`config.mk`:
```
export PLATFORM = sky130hd
export DESIGN_NAME = ctrl_seq
export DESIGN_NICKNAME = d
export VERILOG_FILES = /design/src/rtl/ctrl_pkg.sv /design/src/rtl/ctrl_decode.sv /design/src/rtl/ctrl_seq.sv
export SDC_FILE = /design/constraint.sdc
export NUM_CORES = 1
export LEC_CHECK = 0
export CORE_MARGIN = 2
export CORE_UTILIZATION = 36
export CTS_BUF_LIST = sky130_fd_sc_hd__clkbuf_8 sky130_fd_sc_hd__clkbuf_16
export DETAILED_ROUTE_END_ITERATION = 8
export PLACE_DENSITY_LB_ADDON = 0.2
export SYNTH_ARGS = -nofsm -noshare
export SYNTH_HDL_FRONTEND = slang
export SYNTH_SLANG_ARGS = --single-unit
```
`constraint.sdc`:
```
create_clock -name Clk -period 2.4 [get_ports Clk]
set_input_delay 0.24 -clock Clk [delete_from_list [all_inputs] [get_ports Clk]]
set_output_delay 0.24 -clock Clk [all_outputs]
set_load 0.03 [all_outputs]
```
`src/rtl/ctrl_pkg.sv`:
```
// Shared types and constants for the ctrl_seq sequenced control unit.
package ctrl_pkg;

    typedef enum logic [1:0] {
        ST_IDLE     = 2'd0,
        ST_RUN      = 2'd1,
        ST_MEM_WAIT = 2'd2,
        ST_DONE     = 2'd3
    } ctrl_state_t;

    localparam int unsigned OP_LOOKUP = 0;
    localparam int unsigned OP_MOVE   = 4;
    localparam int unsigned OP_LOAD   = 5;
    localparam int unsigned OP_STORE  = 6;

    typedef struct packed {
        logic branch;
        logic reg_wr_en;
        logic reg_wr_r0;
        logic mem_wr_en;
        logic mem_rd_en;
        logic load_inst;
        logic lookup;
    } ctrl_en_t;

    // Halt is the all-ones instruction of width w.
    function automatic logic is_halt(input logic [31:0] instr, input int unsigned w);
        for (int i = 0; i < 32; i++) begin
            if (i < w && !instr[i]) return 1'b0;
        end
        return 1'b1;
    endfunction

endpackage

```
`src/rtl/ctrl_decode.sv`:
```
// Combinational mode/opcode to enable decode for a single-cycle RUN instruction.
module ctrl_decode
    import ctrl_pkg::*;
#(
    parameter int OP_W = 4
) (
    input  logic            mode,
    input  logic [OP_W-1:0] opcode,
    output ctrl_en_t        en,
    output logic            is_load
);

    localparam logic [OP_W-1:0] OPC_LOOKUP = OP_W'(OP_LOOKUP);
    localparam logic [OP_W-1:0] OPC_MOVE   = OP_W'(OP_MOVE);
    localparam logic [OP_W-1:0] OPC_LOAD   = OP_W'(OP_LOAD);
    localparam logic [OP_W-1:0] OPC_STORE  = OP_W'(OP_STORE);

    // Loads report the single-cycle completion form; the sequencer masks it when waiting.
    always_comb begin
        en      = '0;
        is_load = 1'b0;
        if (mode) begin
            en.branch = 1'b1;
        end else begin
            case (opcode)
                OPC_LOOKUP: en.lookup    = 1'b1;
                OPC_MOVE:   en.reg_wr_en = 1'b1;
                OPC_STORE:  en.mem_wr_en = 1'b1;
                OPC_LOAD: begin
                    en.mem_rd_en = 1'b1;
                    en.reg_wr_r0 = 1'b1;
                    en.load_inst = 1'b1;
                    is_load      = 1'b1;
                end
                default:    en.reg_wr_r0 = 1'b1;
            endcase
        end
    end

endmodule

```
`src/rtl/ctrl_seq.sv`:
```
// Sequenced control unit: decode, multi-cycle load stall, start/halt handshake.
// Optional retired-instruction counter enabled by defining CTRL_PERF_CNT_EN.
module ctrl_seq
    import ctrl_pkg::*;
#(
    parameter int INSTR_W = 9,
    parameter int OP_W    = 4,
    parameter int MEM_LAT = 1,
    parameter int CNT_W   = 16
) (
    input  logic               Clk,
    input  logic               Reset,
    input  logic               Start,
    input  logic [INSTR_W-1:0] Instruction,
    output logic               Branch,
    output logic               RegWrEn,
    output logic               RegWrR0,
    output logic               MemWrEn,
    output logic               MemRdEn,
    output logic               LoadInst,
    output logic               Lookup,
    output logic               Stall,
    output logic               Ack,
    output logic [CNT_W-1:0]   InstCount
);

    localparam logic [2:0] LAT_M1 = (MEM_LAT > 0) ? 3'(MEM_LAT - 1) : 3'd0;

    ctrl_state_t state_q, state_d;
    logic [2:0]  wait_q, wait_d;
    ctrl_en_t    dec_en, en;
    logic        dec_load;
    logic        halt;
    logic        stall;
    logic        ack;

    assign halt = is_halt(32'(Instruction), INSTR_W);

    ctrl_decode #(.OP_W(OP_W)) u_decode (
        .mode    (Instruction[INSTR_W-1]),
        .opcode  (Instruction[INSTR_W-2 -: OP_W]),
        .en      (dec_en),
        .is_load (dec_load)
    );

    always_ff @(posedge Clk) begin
        if (Reset) begin
            state_q <= ST_IDLE;
            wait_q  <= 3'd0;
        end else begin
            state_q <= state_d;
            wait_q  <= wait_d;
        end
    end

    always_comb begin
        state_d = state_q;
        wait_d  = wait_q;
        en      = '0;
        stall   = 1'b1;
        ack     = 1'b0;
        case (state_q)
            ST_IDLE: begin
                if (Start) state_d = ST_RUN;
            end
            ST_RUN: begin
                if (halt) begin
                    state_d = ST_DONE;
                end else begin
                    en    = dec_en;
                    stall = 1'b0;
                    if (dec_load && MEM_LAT > 0) begin
                        en.reg_wr_r0 = 1'b0;
                        en.load_inst = 1'b0;
                        stall        = 1'b1;
                        wait_d       = LAT_M1;
                        state_d      = ST_MEM_WAIT;
                    end
                end
            end
            ST_MEM_WAIT: begin
                en.mem_rd_en = 1'b1;
                if (wait_q != 3'd0) begin
                    wait_d = wait_q - 3'd1;
                end else begin
                    en.reg_wr_r0 = 1'b1;
                    en.load_inst = 1'b1;
                    stall        = 1'b0;
                    state_d      = ST_RUN;
                end
            end
            ST_DONE: begin
                ack = 1'b1;
                if (Start) state_d = ST_RUN;
            end
            default: state_d = ST_IDLE;
        endcase
    end

    assign Branch   = en.branch;
    assign RegWrEn  = en.reg_wr_en;
    assign RegWrR0  = en.reg_wr_r0;
    assign MemWrEn  = en.mem_wr_en;
    assign MemRdEn  = en.mem_rd_en;
    assign LoadInst = en.load_inst;
    assign Lookup   = en.lookup;
    assign Stall    = stall;
    assign Ack      = ack;

`ifdef CTRL_PERF_CNT_EN
    logic [CNT_W-1:0] inst_cnt_q, inst_cnt_d;
    logic             start_acc;
    logic             retire;

    assign start_acc = Start && (state_q == ST_IDLE || state_q == ST_DONE);
    // The halt cycle retires even though it stalls fetch.
    assign retire    = ((state_q == ST_RUN || state_q == ST_MEM_WAIT) && !stall) ||
                       (state_q == ST_RUN && halt);

    always_comb begin
        inst_cnt_d = inst_cnt_q;
        if (start_acc) begin
            inst_cnt_d = '0;
        end else if (retire && inst_cnt_q != {CNT_W{1'b1}}) begin
            inst_cnt_d = inst_cnt_q + 1'b1;
        end
    end

    always_ff @(posedge Clk) begin
        if (Reset) inst_cnt_q <= '0;
        else       inst_cnt_q <= inst_cnt_d;
    end

    assign InstCount = inst_cnt_q;
`else
    assign InstCount = '0;
`endif

endmodule

```
* Yosys cells after proc, flatten, opt, wreduce, memory -nomap -nowiden
Index checks and enable logic that the tools add are counted.
Cells by class: reductions and logical operators 8, $add $sub $neg 1, multiplexer cells 116, equal/unequal tests 12
Operators by type and width (number):
- $mux W1 | 100
- $eq A4 B3 Y1 const B | 3
- $mux W2 | 6
- $mux W3 | 3
- $ne A2 B2 Y1 const B | 4
- $mux W7 | 1
- $mux W6 | 1
- $pmux W2 S3 | 1
- $pmux W3 S2 | 1
- $eq A2 B2 Y1 const B | 2
- $logic_not A4 Y1 | 1
- $pmux W1 S2 | 2
- $pmux W2 S2 | 1
- $reduce_and A4 Y1 | 1
- $ne A3 B3 Y1 const B | 1
- $reduce_and A3 Y1 | 1
- $reduce_bool A3 Y1 | 1
- $reduce_or A3 Y1 | 1
- $sub A3 B1 Y3 const B | 1
- $eq A2 B1 Y1 const B | 1
- $logic_not A2 Y1 | 1
- $ne A2 B1 Y1 const B | 1
- $reduce_bool A2 Y1 | 1
- $reduce_or A2 Y1 | 1
Storage, ports and cells: input port bits 12, output and inout port bits 25, logic and storage cells 139, bits in registers 5

* Logic depth before layout (Yosys ltp)
word-level depth 40, gate-level depth with buffers 6, depth with buffers taken out 6

* Hierarchy
Synthesis repeated with hierarchy kept, for this count alone.
Second synthesis, totals: cells, all modules 90, area, all modules 705.7 um^2
By module, submodules not included:
- ctrl_seq | area each 625.6 um^2, seq. area each 100.1 um^2, instances 1, cells an instance 78
- ctrl_decode | area each 80.1 um^2, seq. area each 0.0 um^2, instances 1, cells an instance 12

* Least setup slack after synthesis
OpenSTA, ideal clock, no wires.
kind reg2out, start point reg state_q[0], end point out MemRdEn, stages on the path, launching flop included 6, data arrival time 1592 ps, data required time 2160 ps, path slack 568 ps, path buffers 0, cells stage by stage dfxtp_1 -> inv_1 -> ha_1 -> nor4b_4 -> nand2_1 -> o22ai_1
On the way: cells in the longest elaborated chain, start to end 2, elaborated cells on any way between the ends 3, classes of those cells 2 x eq/ne; 1 x mux
Ends and longest elaborated chain:
- start, declared | line ctrl_seq.sv:29 | ctrl_state_t state_q, state_d;
- start signal, assigned | line ctrl_seq.sv:51 | state_q <= state_d;
- $eq A2 B2 Y1 / $eq A2 B1 Y1 (equally long branches) | line ctrl_seq.sv:62 | case (state_q)
- $pmux W2 S2 * | line ctrl_seq.sv:62
- end, declared | line ctrl_seq.sv:19 | output logic MemRdEn,
Every way passes the cells marked *; elsewhere a longest branch is shown, timed or not.

* Worst setup path in the final report
start point in Instruction[4], end point out Branch
On the way: cells in the longest elaborated chain, start to end 20, elaborated cells on any way between the ends 42, classes of those cells 42 x mux
Ends and longest elaborated chain:
- start, declared | line ctrl_seq.sv:14 | input logic [INSTR_W-1:0] Instruction,
- $mux W1 | line ctrl_pkg.sv:29 | if (i < w && !instr[i]) return 1'b0;
- $mux W1 (4 in a row) | line ctrl_pkg.sv:28 | for (int i = 0; i < 32; i++) begin
- $mux W1 (4 in a row) | line ctrl_pkg.sv:29
- $mux W1 (8 in a row) | line ctrl_pkg.sv:28
- $mux W1 * | line ctrl_pkg.sv:31 | return 1'b1;
- $mux W7 * | line ctrl_seq.sv:67 | if (halt) begin
- $mux W2 * | line ctrl_seq.sv:62
- end, declared | line ctrl_seq.sv:15 | output logic Branch,
Every way passes the cells marked *; elsewhere a longest branch is shown, timed or not. The select of a mux whose other input is x is not followed.

==> flow_summary.toml <==
[drt]
remaining_drc_errors = 0
drt_iter0_drc = 22
drt_wl_total_um = 1290
via_per_inst = 4.81
wire_per_inst_um = 10.4
vias = 596
first_pass_iters = 6
final_antenna_net_count = 0

[cts]
ctsHoldBuffers = 0
cts_buffer_depth = 2
clkTransAtPathRegs_ns = 0.04
htree_levels = 1
insertion_delay_ns = 0.22
clkSinkCount = 5
cts_tree = "done"
numCtsBuffers = 3
root_buffer = "clkbuf_8"

[synth]
synthCells = 81
syn_area_um2 = 609
synth_area_leaders = "buf_4 20%, dfxtp_1 16%, ha_1 10%, a21oi_1 4.9%, inv_1 4.9%"
syn_area_per_cell_um2 = 7.52
yosys.area.top_type = "buf_4"
ys_types = 29
synth_top_area_share = 0.197
yosys_warnings = 0
synth_seq_cells = 5
yosysSeqAreaShare = 0.164

[min_path]
hold_class = "reg -> reg"

[grt]
overflow = 0
first_global_vias = 542
antenna_found_initial = 0
track_usage = 0.138
grt_first_pass_wirelength_um = 2100
grt_start_max_net_pins = 9

[worst_setup_path]
crit_chain = "clkdlybuf4s50_1 -> nand3_1 -> or3_1 -> and3_2 -> clkdlybuf4s50_1"
crit_required_ns = 2.16
max_stage_delay_ns = 0.59
critPathKind = "in -> out"
path_common_cell = "clkdlybuf4s50_1"
critPathCaptureType = "output port"
arrival_ns = 2.07
cp_slowest_cell = "clkdlybuf4s50_1"
crit_fanout = 5
worstSetupStartpointType = "input pin"

[layout]
final_cell_mix = "18 x clkdlybuf4s50_1, 16 x conb_1, 9 x inv_1"
multi_input_area_um2 = 415
final_common_cell = "clkdlybuf4s50_1"
drive_above_1_share = 0.111
diodes = 0
area_growth_pct = 37.4
num-fill-cells = 164
fin_util = 0.543
nNetsFinal = 126
regArea_um2 = 100

[placement]
dpl.hpwl_um = 1060
io_buffers = 20
routabilityCongestion = 0.732

[pwr]
vdd_drop_max_v = 0.000171
power.density_nw_per_um2 = 436
p_leak_nw = 0.376

[sta]
grt_setup_unrepaired = "no"
setup-violations-final = 0
drv_slew = 0
whs_ns = 0.510
hold_viol = 0
finalSetupTns_ns = 0
period_needed_ns = 2.31
fin_skew_ns = 0.00163
fmax_ghz = 0.433
finalCritPeriodShare = 0.962

[run]
max_cap_violations = 0

[die]
num_rows = 14
start_util = 0.395
ioPinCount = 37
die-width_um = 45.1
die_area_um2 = 2040
die_y_um = 45.1
core_um2 = 1540

[status]
status = "completed"
layout make-up:
type	count	share of cell area
multi-input cells	67	0.496
repair buffers	24	0.271
inverters	8	0.0359
flip-flops and latches	5	0.120
clock buffers	3	0.0493
well taps	16	0.0239
clock inverters	1	0.00448
synthesized netlist by cell type:
cell type and n:
buf_4 16, inv_1 8, nand2_1 7, a21oi_1 6, nor2_1 6, dfxtp_1 5
ha_1 5, o31ai_1 4, nand3_1 2, nor3_1 2, or4_1 2, a211o_1 1
a21oi_2 1, a311oi_1 1, and2b_1 1, and2b_2 1, and3_2 1, conb_1 1
maj3_1 1, mux2i_1 1, nand2b_1 1, nand4_1 1, nor2b_1 1, nor4b_4 1
o21ai_0 1, o22ai_1 1, o32ai_1 1, or3_1 1, or4b_1 1
cell families (layout without fill, tap and decap cells):
logic type | Yosys count | in the layout | share of synthesized area
fa+ha+maj | 6 | 6 | 0.119
compound gates | 16 | 16 | 0.175
other cells | 1 | 16 | 0.00615
simple gates | 28 | 28 | 0.273
flops | 5 | 5 | 0.164
buf+inv | 24 | 36 | 0.246
mux | 1 | 1 | 0.0164
worst max-delay path, delay by kind of cell:
| family | cells | cell delay [ns] |
|---|---|---|
| buffers and inverters | 2 | 1.15 |
| and+or+nand+nor | 3 | 0.68 |
what timing repair did:
item	4_1_cts	5_1_grt
gates resized for setup	1	0
setup endpoints to repair	1	0
buffers inserted	0	0
hold endpoints to repair	0	0
metal layers:
layer	GRT usage	share of wire	vias to the layer above
li1	-	-	303
met1	0.173	0.45	259
met2	0.223	0.47	32
met3	0.0240	0.077	2
met4	0.0706	0.0077	0
met5	0	0	-
flip-flops by register name, summed over array words and instances, names as in the netlist:
register	count
state_q	2
wait_q	3
path summary, 6_finish.rpt:
check                           from                endpoint  slack [ns]  cells after the start
max                   Instruction[4]                  Branch        0.09                      5
min reg2reg   wait_q[1]$_SDFFE_PP0P_  wait_q[1]$_SDFFE_PP0P_        0.51                      2
min           wait_q[1]$_SDFFE_PP0P_  wait_q[1]$_SDFFE_PP0P_        0.51                      2
max reg2reg  state_q[0]$_SDFFE_PP0P_  wait_q[1]$_SDFFE_PP0P_        0.65                      6
power by group:
group | total (mW) | internal [mW] | switching (mW)
Combinational | 0.121 | 0.0447 | 0.0768
Sequential | 0.0879 | 0.0855 | 0.00239
Clock | 0.156 | 0.110 | 0.0458
through the flow:
step	power (mW)	setup WS [ns]	cell area (µm²)	cells
5_1_grt	0.380	0.00431	837	124
4_1_cts	0.365	0.0817	837	124
2_1_floorplan	0.186	0.568	666	96
3_5_place_dp	0.210	0.0902	793	120
3_3_place_gp	0.209	0.0985	793	120
6_report	0.365	0.0912	837	124
Power figures use the tool's default switching activity.
